File: src/rtl/fifo_pkt_ctrl.sv
// Packet store-and-forward controller in front of a pointer-resettable fifo_sync.
// Optional drop/overflow statistics outputs are enabled with FIFO_PKT_CTRL_STATS_EN.
module fifo_pkt_ctrl #(
    parameter int ADDR_WIDTH = 11,
    parameter int DATA_W     = 19,
    parameter int CNT_W      = 8
) (
    input  logic                  clk,
    input  logic                  reset,
    input  logic                  in_valid,
    output logic                  in_ready,
    input  logic [DATA_W-1:0]     in_data,
    input  logic                  in_sop,
    input  logic                  in_eop,
    input  logic                  in_drop,
    output logic                  fifo_wen,
    output logic [DATA_W:0]       fifo_wdata,
    input  logic                  fifo_full,
    output logic                  fifo_wrst,
    output logic [ADDR_WIDTH:0]   fifo_rst_wptr,
    input  logic [ADDR_WIDTH:0]   fifo_wptr,
    output logic                  fifo_ren,
    input  logic [DATA_W:0]       fifo_rdata,
    output logic                  out_valid,
    input  logic                  out_ready,
    output logic [DATA_W-1:0]     out_data,
    output logic                  out_eop,
    output logic [CNT_W-1:0]      pkt_cnt
`ifdef FIFO_PKT_CTRL_STATS_EN
    ,
    output logic [15:0]           drop_cnt,
    output logic [15:0]           ovf_cnt
`endif
);

    typedef enum logic [1:0] {W_IDLE, W_PKT, W_DISCARD, W_ROLLBACK} w_state_t;
    typedef enum logic [1:0] {R_IDLE, R_FETCH, R_HOLD} r_state_t;

    w_state_t              w_state_q, w_state_d;
    r_state_t              r_state_q, r_state_d;
    logic [ADDR_WIDTH:0]   start_ptr_q, start_ptr_d;
    logic [CNT_W-1:0]      pkt_cnt_q, pkt_cnt_d;
    logic                  out_valid_q, out_valid_d;
    logic [DATA_W-1:0]     out_data_q, out_data_d;
    logic                  out_eop_q, out_eop_d;
    logic                  fifo_wrst_q, fifo_wrst_d;
    logic                  accept, commit, handover_eop, rb_drop, rb_ovf;

    always_comb begin
        accept      = in_valid && in_ready;
        fifo_wen    = 1'b0;
        commit      = 1'b0;
        rb_drop     = 1'b0;
        rb_ovf      = 1'b0;
        w_state_d   = w_state_q;
        start_ptr_d = start_ptr_q;

        case (w_state_q)
            W_IDLE: begin
                if (accept && in_sop) begin
                    start_ptr_d = fifo_wptr;
                    if (fifo_full) begin
                        rb_ovf    = in_eop;
                        w_state_d = in_eop ? W_ROLLBACK : W_DISCARD;
                    end else begin
                        fifo_wen = 1'b1;
                        if (in_eop) begin
                            if (in_drop) begin
                                rb_drop   = 1'b1;
                                w_state_d = W_ROLLBACK;
                            end else begin
                                commit = 1'b1;
                            end
                        end else begin
                            w_state_d = W_PKT;
                        end
                    end
                end
            end
            W_PKT: begin
                if (accept) begin
                    // A second sop mid-packet is a framing error: drop the old packet and the new sop.
                    if (in_sop) begin
                        rb_ovf    = 1'b1;
                        w_state_d = W_ROLLBACK;
                    end else if (fifo_full) begin
                        rb_ovf    = in_eop;
                        w_state_d = in_eop ? W_ROLLBACK : W_DISCARD;
                    end else begin
                        fifo_wen = 1'b1;
                        if (in_eop) begin
                            if (in_drop) begin
                                rb_drop   = 1'b1;
                                w_state_d = W_ROLLBACK;
                            end else begin
                                commit    = 1'b1;
                                w_state_d = W_IDLE;
                            end
                        end
                    end
                end
            end
            W_DISCARD: begin
                if (accept && in_eop) begin
                    rb_ovf    = 1'b1;
                    w_state_d = W_ROLLBACK;
                end
            end
            default: w_state_d = W_IDLE;
        endcase
        fifo_wrst_d = (w_state_d == W_ROLLBACK);
    end

    assign in_ready      = (w_state_q != W_ROLLBACK) && (pkt_cnt_q != {CNT_W{1'b1}});
    assign fifo_wdata    = {in_eop, in_data};
    assign fifo_wrst     = fifo_wrst_q;
    assign fifo_rst_wptr = start_ptr_q;

    // Reader only fetches while a fully committed packet is pending.
    assign fifo_ren     = (r_state_q == R_IDLE) && (pkt_cnt_q != '0) && !out_valid_q;
    assign handover_eop = out_valid_q && out_ready && out_eop_q;

    always_comb begin
        r_state_d   = r_state_q;
        out_valid_d = out_valid_q;
        out_data_d  = out_data_q;
        out_eop_d   = out_eop_q;
        case (r_state_q)
            R_IDLE: begin
                if (fifo_ren) r_state_d = R_FETCH;
            end
            R_FETCH: begin
                out_data_d  = fifo_rdata[DATA_W-1:0];
                out_eop_d   = fifo_rdata[DATA_W];
                out_valid_d = 1'b1;
                r_state_d   = R_HOLD;
            end
            R_HOLD: begin
                if (out_valid_q && out_ready) begin
                    out_valid_d = 1'b0;
                    r_state_d   = R_IDLE;
                end
            end
            default: r_state_d = R_IDLE;
        endcase

        case ({commit, handover_eop})
            2'b10:   pkt_cnt_d = pkt_cnt_q + CNT_W'(1);
            2'b01:   pkt_cnt_d = pkt_cnt_q - CNT_W'(1);
            default: pkt_cnt_d = pkt_cnt_q;
        endcase
    end

    assign out_valid = out_valid_q;
    assign out_data  = out_data_q;
    assign out_eop   = out_eop_q;
    assign pkt_cnt   = pkt_cnt_q;

    always_ff @(posedge clk or posedge reset) begin
        if (reset) begin
            w_state_q   <= W_IDLE;
            r_state_q   <= R_IDLE;
            start_ptr_q <= '0;
            pkt_cnt_q   <= '0;
            out_valid_q <= 1'b0;
            out_data_q  <= '0;
            out_eop_q   <= 1'b0;
            fifo_wrst_q <= 1'b0;
        end else begin
            w_state_q   <= w_state_d;
            r_state_q   <= r_state_d;
            start_ptr_q <= start_ptr_d;
            pkt_cnt_q   <= pkt_cnt_d;
            out_valid_q <= out_valid_d;
            out_data_q  <= out_data_d;
            out_eop_q   <= out_eop_d;
            fifo_wrst_q <= fifo_wrst_d;
        end
    end

`ifdef FIFO_PKT_CTRL_STATS_EN
    logic [15:0] drop_cnt_q, drop_cnt_d;
    logic [15:0] ovf_cnt_q, ovf_cnt_d;

    always_comb begin
        drop_cnt_d = drop_cnt_q;
        ovf_cnt_d  = ovf_cnt_q;
        if (rb_drop && drop_cnt_q != 16'hFFFF) drop_cnt_d = drop_cnt_q + 16'd1;
        if (rb_ovf && ovf_cnt_q != 16'hFFFF)   ovf_cnt_d  = ovf_cnt_q + 16'd1;
    end

    always_ff @(posedge clk or posedge reset) begin
        if (reset) begin
            drop_cnt_q <= '0;
            ovf_cnt_q  <= '0;
        end else begin
            drop_cnt_q <= drop_cnt_d;
            ovf_cnt_q  <= ovf_cnt_d;
        end
    end

    assign drop_cnt = drop_cnt_q;
    assign ovf_cnt  = ovf_cnt_q;
`endif

endmodule
File: config.mk
export PLATFORM = sky130hd
export DESIGN_NAME = fifo_pkt_ctrl
export DESIGN_NICKNAME = d
export VERILOG_FILES = /design/src/rtl/fifo_pkt_ctrl.sv
export SDC_FILE = /design/constraint.sdc
export NUM_CORES = 1
export LEC_CHECK = 0
export CORE_ASPECT_RATIO = 1.25
export CORE_MARGIN = 8
export CORE_UTILIZATION = 43
export DETAILED_ROUTE_END_ITERATION = 6
export HOLD_SLACK_MARGIN = 0.08
export PLACE_DENSITY_LB_ADDON = 0.25
export SETUP_SLACK_MARGIN = 0.15
export SLEW_MARGIN = 10
export SYNTH_ARGS = -nofsm -noshare
export SYNTH_HDL_FRONTEND = slang
export SYNTH_SLANG_ARGS = --single-unit
File: constraint.sdc
create_clock -name clk -period 5 [get_ports clk]
set_input_delay 0.5 -clock clk [delete_from_list [all_inputs] [get_ports clk]]
set_output_delay 0.5 -clock clk [all_outputs]
set_load 0.03 [all_outputs]
# Yosys cells after proc, flatten, opt, wreduce, memory -nomap -nowiden
# Index checks and enable logic that the tools add are counted.
# totals
mem_bits_ro	0
ramBits	0
latch_bits	0
output_inout_bits	65
mem_count	0
wordCells	68
ff_bits	46
in_bits	59
# classes
div_mod_pow	0
reduce_logical	17
n_mul	0
eq_ne	11
shift	0
n_mux	30
n_bitwise	0
order_cmp	0
add_sub_neg	2
# ops
cell	n
2-bit two-way mux	12
8-bit case mux with 2 select lines	1
1-bit two-way mux	12
2-bit case mux with 3 select lines	2
8-bit by 1-bit adder with 8-bit output, second input constant	1
2-bit equality test, second input constant	4
1-bit logical AND	8
8-bit inequality test, second input constant	1
8-bit nonzero test	1
8-bit by 1-bit subtractor with 8-bit output, second input constant	1
2-bit by 1-bit equality test with 1-bit output, second input constant	3
2-bit inequality test, second input constant	3
1-bit case mux with 2 select lines	3
2-bit AND reduction	3
2-bit zero test	2
2-bit nonzero test	2
1-bit zero test	1

# Depth between registers and ports, before layout
# logic_depth
ltp_word	8
depth_mapped	15
ltp_nobuf	12

# Worst setup path after synthesis
# Ideal clock, no wire load.
# synth_path
kind	reg-to-reg
from	register pkt_cnt_q[4], in the netlist pkt_cnt[4]
to	register pkt_cnt_q[6], in the netlist pkt_cnt[6]
stages_incl_launch_ff	16
setup_time_ns	0.081
path_buffers	3
required_ns	4.919
path_slack_ns	1.034
t_arrival_ns	3.885
path_cell_list	dfrtp_1 -> buf_6 -> nand4_4 -> o21ai_4 -> nor4_1 -> nand3b_1 -> ha_1 -> clkbuf_1 -> clkbuf_1 -> xor2_1 -> ha_1 -> nor3_1 -> o21ba_2 -> o211ai_1 -> a41oi_1 -> xor2_1
# synth_via
elab_chain_cells	8
word_cells_on_any_way	13
# synth_lines
item	line_no	source
start: declaration	42	logic [CNT_W-1:0] pkt_cnt_q, pkt_cnt_d;
start signal: assignment	173	pkt_cnt_q <= pkt_cnt_d;
8-bit inequality test	114	assign in_ready = (w_state_q != W_ROLLBACK) && (pkt_cnt_q != {CNT_W{1'b1}});
1-bit logical AND	114	
1-bit logical AND	50	accept = in_valid && in_ready;
1-bit logical AND	60	if (accept && in_sop) begin
1-bit two-way mux	60	
1-bit case mux with 2 select lines	58	case (w_state_q)
2-bit by 1-bit equality test with 1-bit output or 2-bit equality test (tied branches)	147	case ({commit, handover_eop})
8-bit case mux with 2 select lines or 2-bit nonzero test (tied branches)	-	
# Parallel ways exist; a longest one is shown, timed or not.
# A chain may end at the register's enable or synchronous reset.

# Worst setup path in the final report
# layout_path
from	input port in_sop
to	register pkt_cnt_q[6], in the netlist pkt_cnt[6]
# layout_via
elab_chain_cells	5
word_cells_on_any_way	9
# layout_lines
item	line_no	source
start: declaration	13	input logic in_sop,
1-bit two-way mux or 1-bit logical AND (tied branches)	83, 60	
1-bit two-way mux, on equally long branches	81, 60	
1-bit case mux with 2 select lines *	58	
2-bit by 1-bit equality test with 1-bit output or 2-bit equality test (tied branches)	147	
8-bit case mux with 2 select lines or 2-bit nonzero test (tied branches)	-	
# Mark *: on every way between the ends. The rest lies on a longest branch, timed or not.

==> results by group <==
Run status
  – Outcome: complete, no violations

Cells and area
  – Share of cells above drive strength 1: 0.180
  – Multi-input logic area: ~1100 um2
  – Fin cells: 332
  – Sequential cell area: 1150 um2
  – Area grow syn2layout: 32.9%
  – Commonest non-fill, non-tap cells in the layout: clkdlybuf4s50_1, dfrtp_1, mux2_2
  – Antenna diodes: 0
  – Layout Nets: around 330
  – Fillcell total: around 500
  – Most common cell after layout, fill and taps aside: clkdlybuf4s50_1

Timing
  – Actual slew at the worst max-slew pin: about 1.1 ns
  – Fin. Hold Viols: 0
  – Clock skew: 0.00609 ns
  – Highest Clock Rate: between 300 and 400 MHz
  – Setup violations, final: 0
  – RSZ-0062 raised after global routing: false
  – Tcrit/Tclk final: 0.645
  – Setup WS post-layout: 1.77 ns
  – Min Tclk post-route: around 3.2 ns
  – Setup_tns: 0 ns
  – Final Max Tran Viols: 0
  – Slew margin rel.: 0.287

Clock tree
  – Worst-path clk slew: roughly 0.080 ns
  – CTS Hold Buffers Added: 0
  – Clk sinks: 46
  – CTS tree: done
  – Clk_lat worst skew: about 0.29 ns
  – Setup Buffers After CTS: 0
  – CTS Root Cell: clkbuf_8
  – TritonCTS Buffers: 5
  – Htree depth: 2
  – CTS resizes: 0
  – Max Root-Sink Buffers: 2

Route
  – Final wirelength: roughly 5500 um
  – Final ANT Viol Nets: 0
  – DRT iter0 DRCs: 36
  – Total number of vias: 1759
  – Routed vias/inst: 5.30
  – Wire per inst: between 15 and 20 um
  – Residual DRC: 0
  – Initial DRT Pass Iterations: 4

GRT
  – Total gr overflow: 0
  – Largest net degree at the start of global routing: 47
  – Met1 Usage GRT: 0.130
  – Aggregate global-route resource usage: 0.129
  – Initial antenna violation count: 0
  – Vias in the first global route: approximately 1.9k
  – GR Layer Usage met2: 0.225
  – Busiest grt layer: met2
  – First-pass GRT wire length: ~9000 um
  – GR Layer Usage met3: 0.0639

Placed design
  – Buffers on Ports: between 80 and 90
  – GP Congestion: a little under 0.8
  – HPWL after DPL: slightly above 4000 um
  – Placed cell count: approximately 330
  – Place WS: about 1.5 ns

Pwr
  – Switching power total: approximately 0.43 mW
  – Worst vdd ir: 0.000322 V
  – Leakage: around 1.5 nW
  – Internal: 0.855 mW
  – Sw Ratio: 0.336
  – Sequential Power Share: 0.396
  – Comb pwr share: 0.389
  – Clock power frac: 0.216
  – Pwr dens: 394 nW/um2

Worst setup path
  – Critical Path RT: approximately 5.2 ns
  – Crit path max fanout: 19
  – Crit path arrival time: between 3 and 4 ns
  – Critical path class: input pin to register
  – Crit end category: register
  – Setup crit start kind: input pin

Yosys
  – Post-synthesis sequential area ratio: 0.468
  – Cells after Synth: just over 200
  – Syn nets: between 200 and 300
  – Synthesized flop and latch total: 46
  – Post-synth EDFFs: 0
  – Synthesized area per cell: around 12 um2
  – Yosys cell types: 44
  – Post-Syn Area: 2460 um2
  – Yosys warns: 0
  – Share of flip-flops with an asynchronous set or reset: 1.00
  – Main flop type after synthesis: dfrtp_1

Floorplanning
  – Starting density of the core: 0.434
  – Die area: between 8000 and 9000 um2
  – Core Footprint: between 5000 and 6000 um2
  – Num rows: 31
  – Die Ht: about 100 um
  – Top Ports: 124
  – Die width: approximately 84 um

Worst hold path
  – Hold Crit Class: register to register

Run
  – Max-cap viol count: 0
## final cells by class
| cell class | count | area share |
|---|---|---|
| Clock inverter | 1 | 0.00919 |
| Sequential cell | 46 | 0.352 |
| Clock buffer | 6 | 0.0253 |
| Tap cell | 66 | 0.0253 |
| Multi-Input combinational cell | 124 | 0.323 |
| Timing Repair Buffer | 85 | 0.260 |
| Inverter | 4 | 0.00459 |
## worst max-delay path: stages
cell,delay [ns]
clkdlybuf4s50_1,0.51
xnor2_1,0.17
nor4_1,0.28
nand3b_1,0.16
ha_1,0.42
xor2_1,0.23
ha_1,0.23
nor3_1,0.20
o21ba_2,0.19
o211ai_1,0.11
a41oi_1,0.28
xor2_1,0.16
## cell usage after synthesis, types with 2 or more instances
library cell / count / area (um2)
nand4b_1: 2 / 17.5
mux2i_1: 2 / 20.0
nor2b_1: 3 / 18.8
dfrtp_1: 46 / 1150
buf_4: 21 / 158
nand2b_1: 2 / 12.5
mux2_4: 10 / 150
ha_1: 3 / 37.5
nor4_1: 4 / 25.0
o31a_1: 2 / 17.5
o211ai_1: 3 / 22.5
nand3b_1: 3 / 22.5
xor2_1: 7 / 61.3
clkbuf_1: 7 / 26.3
a21oi_1: 9 / 45.0
a2111oi_0: 2 / 17.5
inv_1: 4 / 15.0
nand2_1: 6 / 22.5
mux2_2: 23 / 259
xnor2_1: 4 / 35.0
o21ai_0: 5 / 25.0
nor2_1: 13 / 48.8
buf_6: 5 / 56.3
## sequential cells by signal (all words and copies together), names as in the netlist
register / count
out_data: 19
fifo_rst_wptr: 12
pkt_cnt: 8
r_state_q: 2
w_state_q: 2
fifo_wrst: 1
out_eop: 1
out_valid: 1
## final timing paths
path,end,from,slack [ns],cells after the start
worst max-delay path,pkt_cnt[6],in_sop,1.77,12
max in group asynchronous,out_data[6],reset,3.66,2
worst max register to register,pkt_cnt[6],pkt_cnt[3],1.77,12
worst min register to register,r_state_q[0],r_state_q[0],0.49,1
min in group asynchronous,fifo_rst_wptr[11],reset,0.75,2
worst min-delay path,r_state_q[0],r_state_q[0],0.49,1
## routing by layer
layer / vias up / wire length [um]
met5: - / 0
met4: 0 / 70
met3: 12 / 519
met2: 54 / 2860
met1: 870 / 2080
li1: 823 / -
## power by group through the flow
| stage | clock network, mW | registers, mW | logic, mW |
|---|---|---|---|
| 2_1_floorplan | 0 | 0.612 | 0.245 |
| 3_3_place_gp | 0 | 0.511 | 0.501 |
| 3_5_place_dp | 0 | 0.515 | 0.507 |
| 4_1_cts | 0.290 | 0.510 | 0.509 |
| 5_1_grt | 0.305 | 0.522 | 0.536 |
| 6_report | 0.278 | 0.510 | 0.501 |
## cells by family after synthesis
family,after synthesis,share of synthesized area
and+or+nand+nor,42,0.104
xor gates and xnor gates,11,0.0392
DFF,46,0.468
adders and majority gates,3,0.0153
buffers and inverters,37,0.104
AOI/OAI and AO/OA,33,0.0956
muxes,35,0.174
## per-stage QoR
stage               total power [mW]  hold WS [ns]   util  instance area [um2]
finish                          1.29         0.492  0.577                 3270
global route                    1.36         0.518  0.577                 3270
CTS                             1.31         0.498  0.577                 3270
detailed placement              1.02         0.491  0.557                 3160
global placement                1.01         0.477  0.557                 3160
floorplan                      0.857         0.445      -                 2460
No activity file was read; power rests on OpenSTA's default activity.
